==> config.mk <==
export PLATFORM = sky130hd
export DESIGN_NAME = counter_nch_flat
export DESIGN_NICKNAME = d
export VERILOG_FILES = /design/src/rtl/counter_nch_if.sv /design/src/rtl/counter_nch.sv /design/src/flat_wrapper.sv
export SDC_FILE = /design/constraint.sdc
export NUM_CORES = 1
export LEC_CHECK = 0
export BUFFER_PORTS_ARGS = -buffer_cell sky130_fd_sc_hd__buf_2
export CORE_MARGIN = 2
export CORE_UTILIZATION = 33
export DETAILED_ROUTE_END_ITERATION = 8
export GPL_TIMING_DRIVEN = 0
export PLACE_DENSITY_LB_ADDON = 0.3
export SLEW_MARGIN = 20
export SYNTH_ARGS = -nofsm -noshare
export SYNTH_HDL_FRONTEND = slang
export SYNTH_SLANG_ARGS = --single-unit
==> constraint.sdc <==
create_clock -name clk -period 3.13 [get_ports clk]
set_input_delay 0.626 -clock clk [delete_from_list [all_inputs] [get_ports clk]]
set_output_delay 0.626 -clock clk [all_outputs]
set_load 0.01 [all_outputs]
==> src/rtl/counter_nch_if.sv <==
// Bus-side interface of the N-channel counter: CPU write port and readback port.
// The CPU side uses the master modport; the counter block uses the slave modport.
interface counter_nch_if #(
   parameter int CHW = 2,
   parameter int CW  = 32
);
   logic           counter_we;
   logic           counter_sel;
   logic [CHW-1:0] counter_ch;
   logic [CW-1:0]  counter_val;
   logic [CHW-1:0] counter_rd_ch;
   logic [CW-1:0]  counter_out;

   modport master (
      output counter_we, counter_sel, counter_ch, counter_val, counter_rd_ch,
      input  counter_out
   );

   modport slave (
      input  counter_we, counter_sel, counter_ch, counter_val, counter_rd_ch,
      output counter_out
   );
endinterface

==> src/rtl/counter_nch.sv <==
// N-channel programmable down-counter/timer (one-shot, auto-reload, square-wave).
// Optional per-channel 8-bit prescaler enabled by defining COUNTER_PRESCALE_EN.
module counter_nch #(
   parameter int NCH = 4,
   parameter int CHW = 2,
   parameter int CW  = 32
) (
   input  logic           clk,
   input  logic           rst,
   input  logic [NCH-1:0] tick,
   counter_nch_if.slave   bus,
   output logic [NCH-1:0] counter_irq,
   output logic [NCH-1:0] counter_busy
);

   typedef enum logic [1:0] {
      ST_IDLE = 2'd0,
      ST_RUN  = 2'd1,
      ST_DONE = 2'd2
   } state_e;

   typedef enum logic [1:0] {
      MODE_ONESHOT     = 2'b00,
      MODE_AUTO        = 2'b01,
      MODE_SQUARE      = 2'b10,
      MODE_ONESHOT_ALT = 2'b11
   } mode_e;

   localparam logic [CW-1:0] CNT_ONE = CW'(1);

   function automatic logic is_oneshot(input mode_e m);
      return (m == MODE_ONESHOT) || (m == MODE_ONESHOT_ALT);
   endfunction

   logic [NCH-1:0] tick_q;
   logic [NCH-1:0] edge_w;
   logic [NCH-1:0] wr_hit;
   logic [NCH-1:0] wr_load;
   logic [NCH-1:0] wr_ctrl;
   logic [NCH-1:0] qual_w;
   logic [NCH-1:0] step_w;

   logic [CW-1:0]  load_q  [NCH];
   logic [CW-1:0]  load_d  [NCH];
   logic [CW-1:0]  cnt_q   [NCH];
   logic [CW-1:0]  cnt_d   [NCH];
   state_e         state_q [NCH];
   state_e         state_d [NCH];
   mode_e          mode_q  [NCH];
   mode_e          mode_d  [NCH];
   logic [NCH-1:0] en_q,   en_d;
   logic [NCH-1:0] irq_q,  irq_d;
   logic [NCH-1:0] busy_q, busy_d;
   logic [CW-1:0]  out_q,  out_d;

`ifdef COUNTER_PRESCALE_EN
   logic [7:0]     presc_q [NCH];
   logic [7:0]     presc_d [NCH];
   logic [7:0]     ps_q    [NCH];
   logic [7:0]     ps_d    [NCH];
`endif

   // A write to a channel swallows any count edge arriving in the same clock.
   always_comb begin
      for (int i = 0; i < NCH; i++) begin
         edge_w[i]  = tick[i] & ~tick_q[i];
         wr_hit[i]  = bus.counter_we && (bus.counter_ch == CHW'(i));
         wr_load[i] = wr_hit[i] & ~bus.counter_sel;
         wr_ctrl[i] = wr_hit[i] &  bus.counter_sel;
         qual_w[i]  = edge_w[i] & en_q[i] & (state_q[i] == ST_RUN) & ~wr_hit[i];
`ifdef COUNTER_PRESCALE_EN
         step_w[i]  = qual_w[i] & (ps_q[i] == presc_q[i]);
`else
         step_w[i]  = qual_w[i];
`endif
      end
   end

   always_comb begin
      for (int i = 0; i < NCH; i++) begin
         // NOTE: every next-state value starts as a copy of its register so no path leaves it unassigned (no latch).
         load_d[i]  = load_q[i];
         cnt_d[i]   = cnt_q[i];
         state_d[i] = state_q[i];
         mode_d[i]  = mode_q[i];
         en_d[i]    = en_q[i];
         irq_d[i]   = irq_q[i];
`ifdef COUNTER_PRESCALE_EN
         presc_d[i] = presc_q[i];
         ps_d[i]    = ps_q[i];
`endif

         // The auto-reload terminal pulse lasts a single clock.
         if ((state_q[i] == ST_RUN) && (mode_q[i] == MODE_AUTO)) begin
            irq_d[i] = 1'b0;
         end

         if (wr_load[i]) begin
            load_d[i] = bus.counter_val;
            cnt_d[i]  = bus.counter_val;
            irq_d[i]  = 1'b0;
`ifdef COUNTER_PRESCALE_EN
            ps_d[i]   = '0;
`endif
            if (bus.counter_val != '0) begin
               state_d[i] = ST_RUN;
            end else if (is_oneshot(mode_q[i])) begin
               state_d[i] = ST_DONE;
               irq_d[i]   = 1'b1;
            end else begin
               state_d[i] = ST_IDLE;
            end
         end else if (wr_ctrl[i]) begin
            en_d[i]   = bus.counter_val[0];
            mode_d[i] = mode_e'(bus.counter_val[2:1]);
`ifdef COUNTER_PRESCALE_EN
            presc_d[i] = bus.counter_val[15:8];
            ps_d[i]    = '0;
`endif
         end else if (step_w[i]) begin
`ifdef COUNTER_PRESCALE_EN
            ps_d[i] = '0;
`endif
            if (cnt_q[i] > CNT_ONE) begin
               cnt_d[i] = cnt_q[i] - CNT_ONE;
            end else if (cnt_q[i] == CNT_ONE) begin
               if (is_oneshot(mode_q[i])) begin
                  cnt_d[i]   = '0;
                  state_d[i] = ST_DONE;
                  irq_d[i]   = 1'b1;
               end else if (mode_q[i] == MODE_AUTO) begin
                  cnt_d[i] = load_q[i];
                  irq_d[i] = 1'b1;
               end else begin
                  cnt_d[i] = load_q[i];
                  irq_d[i] = ~irq_q[i];
               end
            end
`ifdef COUNTER_PRESCALE_EN
         end else if (qual_w[i]) begin
            ps_d[i] = ps_q[i] + 8'd1;
`endif
         end

         busy_d[i] = (state_d[i] == ST_RUN);
      end
   end

   // Readback of an unimplemented channel returns zero.
   always_comb begin
      out_d = '0;
      for (int i = 0; i < NCH; i++) begin
         if (bus.counter_rd_ch == CHW'(i)) begin
            out_d = cnt_q[i];
         end
      end
   end

   always_ff @(posedge clk) begin
      if (rst) begin
         tick_q <= '0;
         en_q   <= '0;
         irq_q  <= '0;
         busy_q <= '0;
         out_q  <= '0;
         // NOTE: the per-channel arrays are flip-flops, not RAM, so they are cleared element by element.
         for (int i = 0; i < NCH; i++) begin
            load_q[i]  <= '0;
            cnt_q[i]   <= '0;
            state_q[i] <= ST_IDLE;
            mode_q[i]  <= MODE_ONESHOT;
`ifdef COUNTER_PRESCALE_EN
            presc_q[i] <= '0;
            ps_q[i]    <= '0;
`endif
         end
      end else begin
         // NOTE: non-blocking assignments so every register samples the pre-edge values.
         tick_q <= tick;
         en_q   <= en_d;
         irq_q  <= irq_d;
         busy_q <= busy_d;
         out_q  <= out_d;
         for (int i = 0; i < NCH; i++) begin
            load_q[i]  <= load_d[i];
            cnt_q[i]   <= cnt_d[i];
            state_q[i] <= state_d[i];
            mode_q[i]  <= mode_d[i];
`ifdef COUNTER_PRESCALE_EN
            presc_q[i] <= presc_d[i];
            ps_q[i]    <= ps_d[i];
`endif
         end
      end
   end

   assign bus.counter_out  = out_q;
   assign counter_irq      = irq_q;
   assign counter_busy     = busy_q;

endmodule

==> src/flat_wrapper.sv <==
// flat-port wrapper written by rule: the top's interface ports become plain ports
module counter_nch_flat 
#(
   parameter int NCH = 4,
   parameter int CHW = 2,
   parameter int CW  = 32
)
  (clk, rst, tick, counter_irq, counter_busy, bus_counter_we, bus_counter_sel, bus_counter_ch, bus_counter_val, bus_counter_rd_ch, bus_counter_out);
  counter_nch_if #(.CHW(CHW), .CW(CW)) bus_i ();
  input  logic clk;
  input  logic rst;
  input  logic [NCH-1:0] tick;
  output logic [NCH-1:0] counter_irq;
  output logic [NCH-1:0] counter_busy;
  input wire logic [$bits(bus_i.counter_we)-1:0] bus_counter_we;
  input wire logic [$bits(bus_i.counter_sel)-1:0] bus_counter_sel;
  input wire logic [$bits(bus_i.counter_ch)-1:0] bus_counter_ch;
  input wire logic [$bits(bus_i.counter_val)-1:0] bus_counter_val;
  input wire logic [$bits(bus_i.counter_rd_ch)-1:0] bus_counter_rd_ch;
  output wire logic [$bits(bus_i.counter_out)-1:0] bus_counter_out;
  assign bus_i.counter_we = bus_counter_we;
  assign bus_i.counter_sel = bus_counter_sel;
  assign bus_i.counter_ch = bus_counter_ch;
  assign bus_i.counter_val = bus_counter_val;
  assign bus_i.counter_rd_ch = bus_counter_rd_ch;
  assign bus_counter_out = bus_i.counter_out;
  counter_nch #(.NCH(NCH), .CHW(CHW), .CW(CW)) u_core (.clk(clk), .rst(rst), .tick(tick), .bus(bus_i), .counter_irq(counter_irq), .counter_busy(counter_busy));
endmodule
Word level (Yosys, flattened, before mapping)
Memory sizes are Yosys's and may differ from the RTL's. Index checks and enable logic that the tools add are counted.

Word-level logic and storage cells: 257. RAM bits: 272. Bits in read-only memories: 0. Memories: 4. Bits in latches: 0. Bits of input ports: 44. Bits in registers: 48.

Memory list: u_core.cnt_q (words 4, width 32, read ports 4, clocked after Yosys merged registers in 0, wr ports 4, line counter_nch.sv:45) `logic [CW-1:0] cnt_q [NCH];`; u_core.load_q (words 4, width 32, read ports 4, clocked after Yosys merged registers in 0, wr ports 4, line counter_nch.sv:43) `logic [CW-1:0] load_q [NCH];`; u_core.mode_q (words 4, width 2, read ports 4, clocked after Yosys merged registers in 0, wr ports 4, line counter_nch.sv:49) `mode_e mode_q [NCH];`; u_core.state_q (words 4, width 2, read ports 4, clocked after Yosys merged registers in 0, wr ports 4, line counter_nch.sv:47) `state_e state_q [NCH];`.

Reductions and logical operators: 23. $add $sub $neg: 4. Multiply operators: 0. Equality and inequality tests: 26. Multiplexer cells: 131. Bitwise operators: 57. Div/mod/pow operators: 0. $lt $le $gt $ge: 4. Shift operators: 0.

Operator list (number): 32-bit 2-to-1 mux (40); 32-bit by 1-bit == test with 1-bit output, second input constant (4); 32-bit by 1-bit greater-than comparator with 1-bit output, second input constant (4); 32-bit by 1-bit subtractor with 32-bit output, second input constant (4); 2-bit 2-to-1 mux (48); 1-bit 2-to-1 mux (43); 32-bit nonzero test (1); 2-bit by 1-bit == test with 1-bit output, second input constant (14); 1-bit AND (24); 1-bit NOT (17); 2-bit == test, second input constant (8); 1-bit OR (16); 2-bit zero test (6); 1-bit logical AND (8); 2-bit AND reduction (4); 1-bit logical OR (4).

Longest topological paths before layout
Depth after elaboration: 9. Gate-level depth with buffers: 10.

Worst setup path before layout
Ideal clock, no wire load.

Kind: register to register. From: memory u_core.cnt_q[1][5]. To: memory u_core.cnt_q[1][27]. Arrival: 2.680 ns. Stages on the path, launching flop included: 10. Setup slack: 0.328 ns. Data required time: 3.008 ns. Cells stage by stage: dfxtp_1 or4_1 buf_2 or4_4 buf_6 or4_4 buf_6 a21oi_1 a211oi_1 a221o_1.

RTL lines (line): from (decl) (counter_nch.sv:45).

==> results.json <==
{
  "yosysMostFrequentCell": "nand2_1",
  "synth_common_cells": "nand2_1, dfxtp_1, a21oi_1",
  "grt_usage_pct": 28.3,
  "wirelength_mm": 74.4,
  "ys_ff_latch": 320,
  "avgSynthCellArea_sq_um": 8.08,
  "synth_cells": 2037,
  "grt.overflow.total": 0,
  "antenna_found_initial": 4,
  "grt_pass1_vias": 16013,
  "rsz0062_at_grt": "true",
  "h-tree-depth": 2,
  "path_cells": "clkbuf_1 -> buf_1 -> buf_1 -> buf_1 -> o22ai_1",
  "min_path_cells": 2,
  "dieWidth_um": 227,
  "hold_viol_final": 0,
  "dominantRegCellSynth": "dfxtp_1",
  "io_buffers": 72,
  "r2r_start": "u_core.cnt_q[1][7]",
  "grt_max_degree": 14,
  "postRouteAntennaNets": 0,
  "slew_violations": 0,
  "syn_nets": 2093,
  "cts_tree": "yes",
  "avgViaCountPerCell": 5.99,
  "fin_nets": 2216,
  "layout.cells.non_filler": 2857,
  "syn_to_final_growth_pct": 17.1,
  "crit_path_end": "u_core.cnt_q[2][31]",
  "async_flop_share_pct": 0,
  "drt_pass1_iterations": 5,
  "crit_required_ns": 3.54,
  "clk_latency_ns": 0.58,
  "initial_core_util_pct": 33.6,
  "arrival_ns": 3.67,
  "power_leakage_nw": 7.35,
  "synth.distinct_cells": 75,
  "drive_gt1_share_pct": 12.5,
  "slew_headroom_pct": 20.4,
  "grt_pass1_wl_mm": 107,
  "synth_top_area_cell": "dfxtp_1",
  "clkTransAtPathRegs_ns": 0.06,
  "period_minus_slack_ns": 3.27,
  "cp_slowest_cell": "buf_1",
  "irDropWorstVdd_uv": 316,
  "cts_made_buffers": 38,
  "crit_fanout": 10,
  "coreArea_sq_um": 49100,
  "ys_seq_area_share_pct": 38.9,
  "crit_start": "rst",
  "cts.path.max_buffers": 3,
  "synth_top_area_share_pct": 38.9,
  "max_freq_mhz": 306,
  "endpoint_kind": "register",
  "worstMarginPinSlew_ns": 1.19,
  "dp_cells": 2773,
  "cts.sinks": 320,
  "synth_warnings": 0,
  "outcome": "finished, violations left",
  "critPathKind": "input pin to register",
  "hp-class": "input pin to register",
  "maxCapViolations": 0,
  "rr_worst_depth": 9,
  "reg2reg_slack_ns": 0.03,
  "drc": 0,
  "dpl.hpwl_mm": 53.1,
  "max_stage_delay_ns": 0.85,
  "drt_iter0_drc": 2095,
  "finalCritPeriodShare_pct": 104,
  "synthTopCellsByArea": "dfxtp_1, nand2_1, a21oi_1, mux4_2, clkbuf_1",
  "routabilityCongestion": 1.01,
  "die_height_um": 227,
  "setup_viol": 21,
  "ios": 84,
  "cts_root_buf": "clkbuf_16",
  "crit_path_frequent_cell": "buf_1",
  "power.density_nw_per_um2": 566,
  "critPathLaunchType": "input pin",
  "min_from": "tick[2]",
  "r2r-end": "u_core.cnt_q[1][17]",
  "via_count": 17102,
  "violations": "negative setup slack",
  "num_rows": 81,
  "synth_edf_count": 0,
  "wire_per_inst_um": 26.0,
  "post-route-util_pct": 39.3,
  "netlist_area_sq_um": 16500,
  "worst_slack_ns": -0.138,
  "die_area_sq_um": 51700,
  "finClkSkew_ns": 0.0361
}
## what timing repair did
| action | 4_1_cts | 5_1_grt |
|---|---|---|
| pin swaps | 5 | 3 |
| gates resized for setup | 28 | 56 |
| hold buffers | 0 | 0 |
| endpoints found under the setup margin | 129 | 126 |
| buffers inserted | 11 | 3 |
| hold endpoints to repair | 0 | 0 |
## layer usage
metal | track usage (%) | share of wire (%)
met5 | 0 | 0.038
met1 | 35.8 | 40
met4 | 21.0 | 8.0
met2 | 42.2 | 42
met3 | 6.60 | 10
## critical path, delay by kind of cell
kind / cells / cell delay (ns)
buffers and inverters: 4 / 2.89
AO/OA/AOI/OAI: 1 / 0.13
## flip-flops by register name, summed over array words and instances (netlist names)
| signal | count |
|---|---|
| u_core.bus.counter_out | 32 |
| u_core.mode_q | 8 |
| u_core.counter_busy | 4 |
| u_core.state_q | 8 |
| u_core.tick_q | 4 |
| u_core.en_q | 4 |
| u_core.cnt_q | 128 |
| u_core.load_q | 128 |
| u_core.counter_irq | 4 |
## worst min path at each step
stage	to	slack, ns
final	u_core.tick_q[2]	0.29
after global routing	u_core.tick_q[2]	0.30
after CTS	u_core.tick_q[2]	0.27
after detailed placement	u_core.load_q[2][15]	0.44
after global placement	u_core.load_q[1][15]	0.44
after floorplan	u_core.state_q[0][2]	0.43
## metrics by stage
stage	hold WS [ns]	power (mW)	area (sq um)	setup WS (ns)	setup TNS (ns)
after global placement	0.437	6.31	17700	-0.641	-76.15
after CTS	0.274	10.8	19100	0.00528	0
after detailed placement	0.442	6.31	17700	-0.617	-78.74
final	0.287	10.9	19300	-0.138	-1.21
after global routing	0.303	11.2	19300	-0.0617	-0.380
after floorplan	0.432	5.63	16500	0.328	0
## logic make-up after synthesis
group	Yosys count	synth area share (%)
AOI/OAI and AO/OA	513	19.8
xor gates and xnor gates	94	5.00
adders and majority gates	12	0.912
buffers and inverters	195	4.71
DFF	320	38.9
muxes	43	5.06
and+or+nand+nor	860	25.6
## placed cells by master (no fill, tap or decap), drive strengths merged, types with 12 or more instances in the layout
cell type  instances
nand2            370
dfxtp            320
a21oi            198
clkbuf           189
buf              116
nor2             110
o21ai             76
nor4              67
a31oi             53
xnor2             51
and3              49
nor3              49
nand3             48
xor2              43
and2              42
a221o             39
a211oi            36
mux4              32
inv               30
or4               27
a22oi             24
or3               18
or2               18
nand4             15
o221ai            14
o211ai            12
ha                12
## area by class of cell
cell class / count / area, sq um
fill: 5109 / 29800
multi-input combinational: 1522 / 9510
sequential: 320 / 6420
clock buffer: 55 / 1090
tap: 664 / 831
buffer: 164 / 694
timing repair buffer: 86 / 465
clock inverter: 14 / 145
inverter: 28 / 105
antenna: 4 / 10.0
## where the power goes
part / total, mW / internal (mW) / switching (mW)
clock network: 4.50 / 2.61 / 1.89
registers: 4.27 / 4.16 / 0.112
logic: 2.14 / 0.725 / 1.41
Power figures use the tool's default switching activity.
